**src/rtl/mem_port_arbiter.sv**
```systemverilog
// Arbitrates the instruction-fetch and data ports onto a single memory port.
// Data has priority, with a bounded streak before a waiting fetch is forced through.
module mem_port_arbiter #(
   parameter int unsigned DATA_STREAK_MAX = 4
) (
   input  logic        clk,
   input  logic        rst,
   input  logic        instr_read,
   input  logic [31:0] instr_addr,
   output logic [31:0] instr_rdata,
   output logic        instr_resp,
   input  logic        data_read,
   input  logic        data_write,
   input  logic [31:0] data_addr,
   input  logic [31:0] data_wdata,
   input  logic [3:0]  data_mbe,
   output logic [31:0] data_rdata,
   output logic        data_resp,
   output logic        pmem_read,
   output logic        pmem_write,
   output logic [31:0] pmem_addr,
   output logic [31:0] pmem_wdata,
   output logic [3:0]  pmem_mbe,
   input  logic [31:0] pmem_rdata,
   input  logic        pmem_resp
);

   typedef enum logic [1:0] {
      IDLE,
      SERVE_I,
      SERVE_D
   } state_e;

   localparam logic [3:0] STREAK_MAX = 4'(DATA_STREAK_MAX);

   state_e      state_q, state_d;
   logic        pmem_read_q, pmem_read_d;
   logic        pmem_write_q, pmem_write_d;
   logic [31:0] pmem_addr_q, pmem_addr_d;
   logic [31:0] pmem_wdata_q, pmem_wdata_d;
   logic [3:0]  pmem_mbe_q, pmem_mbe_d;
   logic        instr_resp_q, instr_resp_d;
   logic        data_resp_q, data_resp_d;
   logic [31:0] instr_rdata_q, instr_rdata_d;
   logic [31:0] data_rdata_q, data_rdata_d;
   logic [3:0]  streak_q, streak_d;

   logic        instr_live;
   logic        data_live;

   // A requester is masked during its own response cycle so a still-high request is not re-granted.
   assign instr_live = instr_read & ~instr_resp_q;
   assign data_live  = (data_read | data_write) & ~data_resp_q;

   always_ff @(posedge clk or negedge rst) begin
      if (!rst) begin
         state_q       <= IDLE;
         pmem_read_q   <= 1'b0;
         pmem_write_q  <= 1'b0;
         pmem_addr_q   <= '0;
         pmem_wdata_q  <= '0;
         pmem_mbe_q    <= '0;
         instr_resp_q  <= 1'b0;
         data_resp_q   <= 1'b0;
         instr_rdata_q <= '0;
         data_rdata_q  <= '0;
         streak_q      <= '0;
      end else begin
         state_q       <= state_d;
         pmem_read_q   <= pmem_read_d;
         pmem_write_q  <= pmem_write_d;
         pmem_addr_q   <= pmem_addr_d;
         pmem_wdata_q  <= pmem_wdata_d;
         pmem_mbe_q    <= pmem_mbe_d;
         instr_resp_q  <= instr_resp_d;
         data_resp_q   <= data_resp_d;
         instr_rdata_q <= instr_rdata_d;
         data_rdata_q  <= data_rdata_d;
         streak_q      <= streak_d;
      end
   end

   always_comb begin
      state_d       = state_q;
      pmem_read_d   = pmem_read_q;
      pmem_write_d  = pmem_write_q;
      pmem_addr_d   = pmem_addr_q;
      pmem_wdata_d  = pmem_wdata_q;
      pmem_mbe_d    = pmem_mbe_q;
      instr_resp_d  = 1'b0;
      data_resp_d   = 1'b0;
      instr_rdata_d = instr_rdata_q;
      data_rdata_d  = data_rdata_q;
      streak_d      = streak_q;

      unique case (state_q)
         IDLE: begin
            if (data_live && (!instr_live || (streak_q < STREAK_MAX))) begin
               state_d      = SERVE_D;
               pmem_addr_d  = data_addr;
               pmem_wdata_d = data_wdata;
               // Simultaneous read and write is serviced as a store.
               if (data_write) begin
                  pmem_write_d = 1'b1;
                  pmem_mbe_d   = data_mbe;
               end else begin
                  pmem_read_d  = 1'b1;
                  pmem_mbe_d   = 4'hF;
               end
               if (instr_live) begin
                  streak_d = (streak_q == 4'hF) ? streak_q : streak_q + 4'd1;
               end else begin
                  streak_d = '0;
               end
            end else if (instr_live) begin
               state_d     = SERVE_I;
               pmem_read_d = 1'b1;
               pmem_addr_d = instr_addr;
               pmem_mbe_d  = 4'hF;
               streak_d    = '0;
            end else begin
               streak_d = '0;
            end
         end
         SERVE_I: begin
            if (pmem_resp) begin
               state_d       = IDLE;
               pmem_read_d   = 1'b0;
               pmem_write_d  = 1'b0;
               instr_resp_d  = 1'b1;
               instr_rdata_d = pmem_rdata;
            end
         end
         SERVE_D: begin
            if (pmem_resp) begin
               state_d      = IDLE;
               pmem_read_d  = 1'b0;
               pmem_write_d = 1'b0;
               data_resp_d  = 1'b1;
               if (pmem_read_q) begin
                  data_rdata_d = pmem_rdata;
               end
            end
         end
         default: begin
            state_d = IDLE;
         end
      endcase
   end

   assign pmem_read   = pmem_read_q;
   assign pmem_write  = pmem_write_q;
   assign pmem_addr   = pmem_addr_q;
   assign pmem_wdata  = pmem_wdata_q;
   assign pmem_mbe    = pmem_mbe_q;
   assign instr_resp  = instr_resp_q;
   assign data_resp   = data_resp_q;
   assign instr_rdata = instr_rdata_q;
   assign data_rdata  = data_rdata_q;

endmodule

```
**config.mk**
```make
export PLATFORM = sky130hd
export DESIGN_NAME = mem_port_arbiter
export DESIGN_NICKNAME = d
export VERILOG_FILES = /design/src/rtl/mem_port_arbiter.sv
export SDC_FILE = /design/constraint.sdc
export NUM_CORES = 1
export LEC_CHECK = 0
export CORE_MARGIN = 3
export CORE_UTILIZATION = 37
export CTS_CLUSTER_SIZE = 20
export DETAILED_ROUTE_END_ITERATION = 10
export GPL_TIMING_DRIVEN = 0
export PLACE_DENSITY_LB_ADDON = 0.1
export SYNTH_ARGS = -nofsm -noshare
export SYNTH_HDL_FRONTEND = slang
export SYNTH_SLANG_ARGS = --single-unit
```
**constraint.sdc**
```tcl
create_clock -name clk -period 1.9 [get_ports clk]
set_clock_uncertainty 0.1 [all_clocks]
set_input_delay 0.19 -clock clk [delete_from_list [all_inputs] [get_ports clk]]
set_output_delay 0.19 -clock clk [all_outputs]
set_load 0.01 [all_outputs]
```
==> flow_summary.ini, run 1 <==
[finish]
register_area_sq_um = 3550
multi_input_area_sq_um = 2140
layout.cells.non_filler = 930
syn_to_final_growth_pct = 62.5
final_nets = 849
layout_common_cells = clkdlybuf4s50_1 (272), dfrtp_1 (142), mux2_2 (66)
final_design_area_no_fill_sq_um = 9470
drive_gt1_share_pct = 20.9
insertedDiodeCount = 0
fill_cells = 1249
layout.cells.most_common = clkdlybuf4s50_1

[logic_synthesis]
yosysWarnings = 0
postSynth.topFlopCell = dfrtp_1
synth-adder-area-share_pct = 0.859
async_reset_ff_share_pct = 100
synth_seq_cells = 142
post_synth_mux_area_share_pct = 26.3
synth_top_cells_by_area = dfrtp_1 (61%), mux2_2 (13%), mux2_4 (7.7%)
synth_top_cell_area_share_pct = 61.0
dominant_combinational_cell_family_by_area_after_synthesis = multiplexers
synth_edf_count = 0
synth_area_per_cell_sq_um = 14.1
synthDistinctLibCells = 30
sequential_area_share_after_synthesis_pct = 61.0
synth_area_leader_cell = dfrtp_1
post_synthesis_cell_area_sq_um = 5830
synth_simple_gate_area_share_pct = 4.36
syn-num-nets = 554
post_synthesis_compound_gate_area_fraction_pct = 4.94
xor_xnor_fraction_of_synth_area_pct = 0
synthCells = 412

[setup_path]
cp_common_cell = buf_6
r2r_setup_slack_ps = 30
worst-endpoint-arrival_ps = 2060
path_cells = o21ba_4 > o21ai_2 > buf_6 > or2_1 > buf_6 > buf_8 > mux2_4
cp_slowest_cell = dfrtp_1
critical_path.max_stage_delay_ps = 390
critical_path.endpoint_type = register
critical_path.startpoint_type = register
worstSetupPathType = reg2reg
critical_path.reg2reg.endpoint = pmem_wdata[14]
critical_path.max_fanout = 10
cp_data_required_time_ps = 2090
worst-r2r-cell-count = 7
launching_point_of_the_worst_reg2reg_path = data_resp

[sta]
final-max-slew-violation-count = 0
hold_violations = 0
timing.final.ws_setup_ps = 29.2
tightest_slew_margin_relative_to_the_limit_pct = 54.4
max_freq_mhz = 535
setup_viol_count_final = 0
rsz0062_at_grt = true
timing.final.crit_share_pct = 98.5
setup_tns_ps = 0
hold-worst-slack_ps = 254
min_period_ps = 1870
tightestPinTransition_ps = 684

[placement]
dpl.cell_count = 897
placement.setup.worst_slack_ps = -343
routabilityCongestion = 0.739
io_buffers = 273
detailed_place.area_sq_um = 8850
post_detailed_placement_half_perimeter_wirelength_um = 11900

[clock_tree]
cts.path.max_buffers = 2
tritoncts = yes
clock_tree.root_cell = clkbuf_16
cts.sink_count = 142
clkLatencyLatePin_ps = 410
clock_tree.htree_level_count = 4
numCtsBuffers = 17
clkSlewWorstSetupHoldPaths_ps = 60

[floorplan]
starting_density_of_the_core_pct = 38.0
chipWidth_um = 131
ios = 274
std_cell_rows = 45
floorplan.die.height_um = 131
core-area_sq_um = 15300
dieArea_sq_um = 17300

[global_route]
overflow = 0
grt_start_max_net_pins = 73
grt_pass1_vias = 4735
antenna_found_initial = 0
track_usage_pct = 18.7
wire_length_of_the_first_global_routing_pass_um = 25600

[routing]
post-route-drc-count = 0
drt_first_pass_iters = 4
drtAntennaViolNets = 0
wl_per_cell_um = 16.9
vias = 4361
dr.first_iter.drc_count = 127
avgViaCountPerCell = 4.69
route.final.wire_length_um = 15700

[power_and_ir_drop]
max-vdd-ir-drop_mv = 0.772
power_density_nw_per_um2 = 1680
leakage_power_summed_over_all_cells_nw = 4.12

[outcome]
run_status = completed

[job]
max_cap_viol_count = 0

[hold_path]
hold_path_class = in2async
[stage by stage]
stage | utilization (%) | total power, W
4_1_cts | 61.6 | 0.0161
5_1_grt | 61.8 | 0.0169
2_1_floorplan | - | 0.00880
3_3_place_gp | 57.6 | 0.0127
6_report | 61.8 | 0.0159
3_5_place_dp | 57.8 | 0.0129
[cell usage after synthesis, types with 2 or more instances]
cell type / number
mux2_4: 30
clkbuf_1: 8
o21ai_1: 2
buf_2: 6
buf_6: 5
nand2_1: 41
nor2b_1: 4
mux2i_1: 34
nor2_1: 6
o21ai_0: 36
o2bb2ai_1: 2
nand4_1: 2
mux2_2: 66
inv_1: 5
dfrtp_1: 142
ha_1: 4
buf_1: 3
a22o_1: 2
a21oi_1: 3
[timing repair]
item / 4_1_cts / 5_1_grt
resized for setup: 6 / 13
hold buffers: 1 / 0
setup buffers: 0 / 1
endpoints found under the setup margin: 83 / 66
endpoints found under the hold margin: 71 / 0
[layer usage]
metal / routed length (um) / global-route usage [%]
met5: 0 / 0
met4: 183 / 5.60
met3: 1330 / 7.58
met2: 7990 / 32.0
met1: 6200 / 21.5
[critical path: cells and delay by family, from the launching register on]
| family | cells | cell delay (ps) |
|---|---|---|
| simple gates | 1 | 220 |
| compound gates | 2 | 300 |
| mux | 1 | 300 |
| flops | 1 | 390 |
| buf+inv | 3 | 430 |
[flip-flops by register name (all words and copies together), names as in the netlist, 2 cells and up]
name         count
pmem_addr       32
state_q          2
instr_rdata     32
streak_q         4
data_rdata      32
pmem_mbe         4
pmem_wdata      32
[power breakdown]
group	internal (W)	switching (W)	total (W)
clock	0.00184	0.00121	0.00306
sequential	0.00454	0.000763	0.00531
combinational	0.00455	0.00300	0.00755
total	0.0109	0.00498	0.0159
[worst max-delay path by stage]
stage	start	to	slack (ps)
floorplan	data_resp	pmem_wdata[0]	70
global placement	rst	data_rdata[19]	-5060
detailed placement	data_write	pmem_addr[30]	-340
CTS	state_q[0]	data_rdata[19]	-10
global route	state_q[0]	data_rdata[3]	-40
finish	data_resp	pmem_wdata[14]	30
[layout make-up]
| class | instances | area share (%) |
|---|---|---|
| Sequential cell | 142 | 37.5 |
| Timing Repair Buffer | 276 | 29.4 |
| Multi-Input combinational cell | 243 | 22.7 |
| Clock buffer | 19 | 4.78 |
| Tap cell | 211 | 2.79 |
| Buffer | 22 | 1.67 |
| Clock inverter | 12 | 1.02 |
| Inverter | 5 | 0.198 |
[cells by family (layout without fill, tap and decap cells)]
group | after synthesis | count (layout)
and+or+nand+nor | 59 | 59
muxes | 130 | 130
adders and majority gates | 4 | 4
AOI/OAI and AO/OA | 50 | 50
buffers and inverters | 27 | 334
DFF | 142 | 142
(Power assumes the default switching activity.)
==> run 2, diff against run 1 <==
--- a/config.mk
+++ b/config.mk
@@ -9,6 +9,7 @@
 export CORE_UTILIZATION = 37
 export CTS_CLUSTER_SIZE = 20
 export DETAILED_ROUTE_END_ITERATION = 10
+export GPL_ROUTABILITY_DRIVEN = 0
 export GPL_TIMING_DRIVEN = 0
 export PLACE_DENSITY_LB_ADDON = 0.1
 export SYNTH_ARGS = -nofsm -noshare
==> results of run 2 <==
No change in the layout: final DEF, timing and power equal those of run 1.
==> run 3, diff against run 2 <==
--- a/config.mk
+++ b/config.mk
@@ -6,9 +6,10 @@
 export NUM_CORES = 1
 export LEC_CHECK = 0
 export CORE_MARGIN = 3
-export CORE_UTILIZATION = 37
+export CORE_UTILIZATION = 50
 export CTS_CLUSTER_SIZE = 20
 export DETAILED_ROUTE_END_ITERATION = 10
+export DONT_BUFFER_PORTS = 1
 export GPL_ROUTABILITY_DRIVEN = 0
 export GPL_TIMING_DRIVEN = 0
 export PLACE_DENSITY_LB_ADDON = 0.1
==> constraint.sdc (replaced) <==
create_clock -name clk -period 2.07 [get_ports clk]
set_clock_uncertainty 0.1 [all_clocks]
set_input_delay 0.207 -clock clk [delete_from_list [all_inputs] [get_ports clk]]
set_output_delay 0.207 -clock clk [all_outputs]
set_load 0.01 [all_outputs]
==> flow_summary.ini, run 3 <==
[logic_synthesis]
synth_area_leader_cell = dfrtp_1
async_reset_ff_share_pct = 100
synth_edf_count = 0
sequential_area_share_after_synthesis_pct = 61.0
synth_top_cells_by_area = dfrtp_1 (61%), mux2_2 (13%), mux2_4 (7.7%)
syn-num-nets = 554
synth_area_per_cell_sq_um = 14.1
synth_top_cell_area_share_pct = 61.0
postSynth.topFlopCell = dfrtp_1
synthDistinctLibCells = 30
synth_seq_cells = 142
synthCells = 412
yosysWarnings = 0
synth_common_cells = dfrtp_1 (142), mux2_2 (66), nand2_1 (41)
synth.most_common_cell = dfrtp_1
post_synthesis_cell_area_sq_um = 5830

[clock_tree]
cts_repair_resize_count = 0
clock_tree.htree_level_count = 4
postCtsSetupRepairBufs = 0
clock_tree.root_cell = clkbuf_16
cts.path.max_buffers = 2
postCtsHoldBufs = 118
cts.sink_count = 142
numCtsBuffers = 17

[floorplan]
chipWidth_um = 114
ios = 274
std_cell_rows = 38
floorplan.die.height_um = 114
starting_density_of_the_core_pct = 52.4

[placement]
post_detailed_placement_half_perimeter_wirelength_um = 9480
io_buffers = 0

[outcome]
tool.error = [ERROR RSZ-0060] Max buffer count reached.
flow.stopped_at = clock tree synthesis
run_status = did not finish
-- run 3: logic make-up after synthesis --
group | Yosys count | share of synthesized area [%]
adders and majority gates | 4 | 0.859
AOI/OAI and AO/OA | 50 | 4.94
buffers and inverters | 27 | 2.51
muxes | 130 | 26.3
and+or+nand+nor | 59 | 4.36
DFF | 142 | 61.0
-- run 3: stage by stage --
| step | hold slack, ps | cells | utilization (%) | worst slack, ps | instance area (sq um) |
|---|---|---|---|---|---|
| after floorplan | -189 | 412 | - | 240 | 5830 |
| after global placement | -186 | 552 | 53.9 | 112 | 6000 |
| after detailed placement | -186 | 552 | 53.9 | 55.9 | 6000 |
==> run 4, diff against run 3 <==
--- a/config.mk
+++ b/config.mk
@@ -6,13 +6,12 @@
 export NUM_CORES = 1
 export LEC_CHECK = 0
 export CORE_MARGIN = 3
-export CORE_UTILIZATION = 50
-export CTS_CLUSTER_SIZE = 20
+export CORE_UTILIZATION = 35
 export DETAILED_ROUTE_END_ITERATION = 10
 export DONT_BUFFER_PORTS = 1
 export GPL_ROUTABILITY_DRIVEN = 0
 export GPL_TIMING_DRIVEN = 0
-export PLACE_DENSITY_LB_ADDON = 0.1
+export PLACE_DENSITY_LB_ADDON = 0.15
 export SYNTH_ARGS = -nofsm -noshare
 export SYNTH_HDL_FRONTEND = slang
 export SYNTH_SLANG_ARGS = --single-unit
==> flow_summary.ini, run 4 <==
[clock_tree]
clock_tree.root_cell = clkbuf_16
cts.sink_count = 142
numCtsBuffers = 17
clock_tree.htree_level_count = 4
postCtsSetupRepairBufs = 0
postCtsHoldBufs = 133
cts_repair_resize_count = 0
cts.path.max_buffers = 2

[logic_synthesis]
synthCells = 412
xor_xnor_fraction_of_synth_area_pct = 0
synth_area_per_cell_sq_um = 14.1
synth_top_cells_by_area = dfrtp_1 (61%), mux2_2 (13%), mux2_4 (7.7%)
synth_simple_gate_area_share_pct = 4.36
dominant_combinational_cell_family_by_area_after_synthesis = multiplexers
synth.most_common_cell = dfrtp_1
synth_edf_count = 0
synth_top_cell_area_share_pct = 61.0
post_synth_mux_area_share_pct = 26.3
sequential_area_share_after_synthesis_pct = 61.0
syn-num-nets = 554
synthDistinctLibCells = 30
synth-adder-area-share_pct = 0.859
synth_seq_cells = 142
synth_common_cells = dfrtp_1 (142), mux2_2 (66), nand2_1 (41)
postSynth.topFlopCell = dfrtp_1
synth_area_leader_cell = dfrtp_1
post_synthesis_cell_area_sq_um = 5830
yosysWarnings = 0
async_reset_ff_share_pct = 100
post_synthesis_compound_gate_area_fraction_pct = 4.94

[floorplan]
chipWidth_um = 135
ios = 274
floorplan.die.height_um = 135
starting_density_of_the_core_pct = 36.3
std_cell_rows = 46

[placement]
io_buffers = 0
post_detailed_placement_half_perimeter_wirelength_um = 9930

[outcome]
flow.stopped_at = clock tree synthesis
run_status = did not finish
tool.error = [ERROR RSZ-0060] Max buffer count reached.
==> run 4: cell counts after synthesis <==
Identical to the previous run, type by type.
==> run 4: cell families after synthesis <==
kind of cell,count (synthesis)
DFF,142
muxes,130
and+or+nand+nor,59
AOI/OAI and AO/OA,50
buffers and inverters,27
adders and majority gates,4
==> run 4: metrics by stage <==
step / setup slack (ps) / util (%) / hold WS [ps] / cells / instance area (sq um)
detailed placement: 16.0 / 38.0 / -184 / 628 / 6100
global placement: 71.0 / 38.0 / -184 / 628 / 6100
floorplan: 240 / - / -189 / 412 / 5830
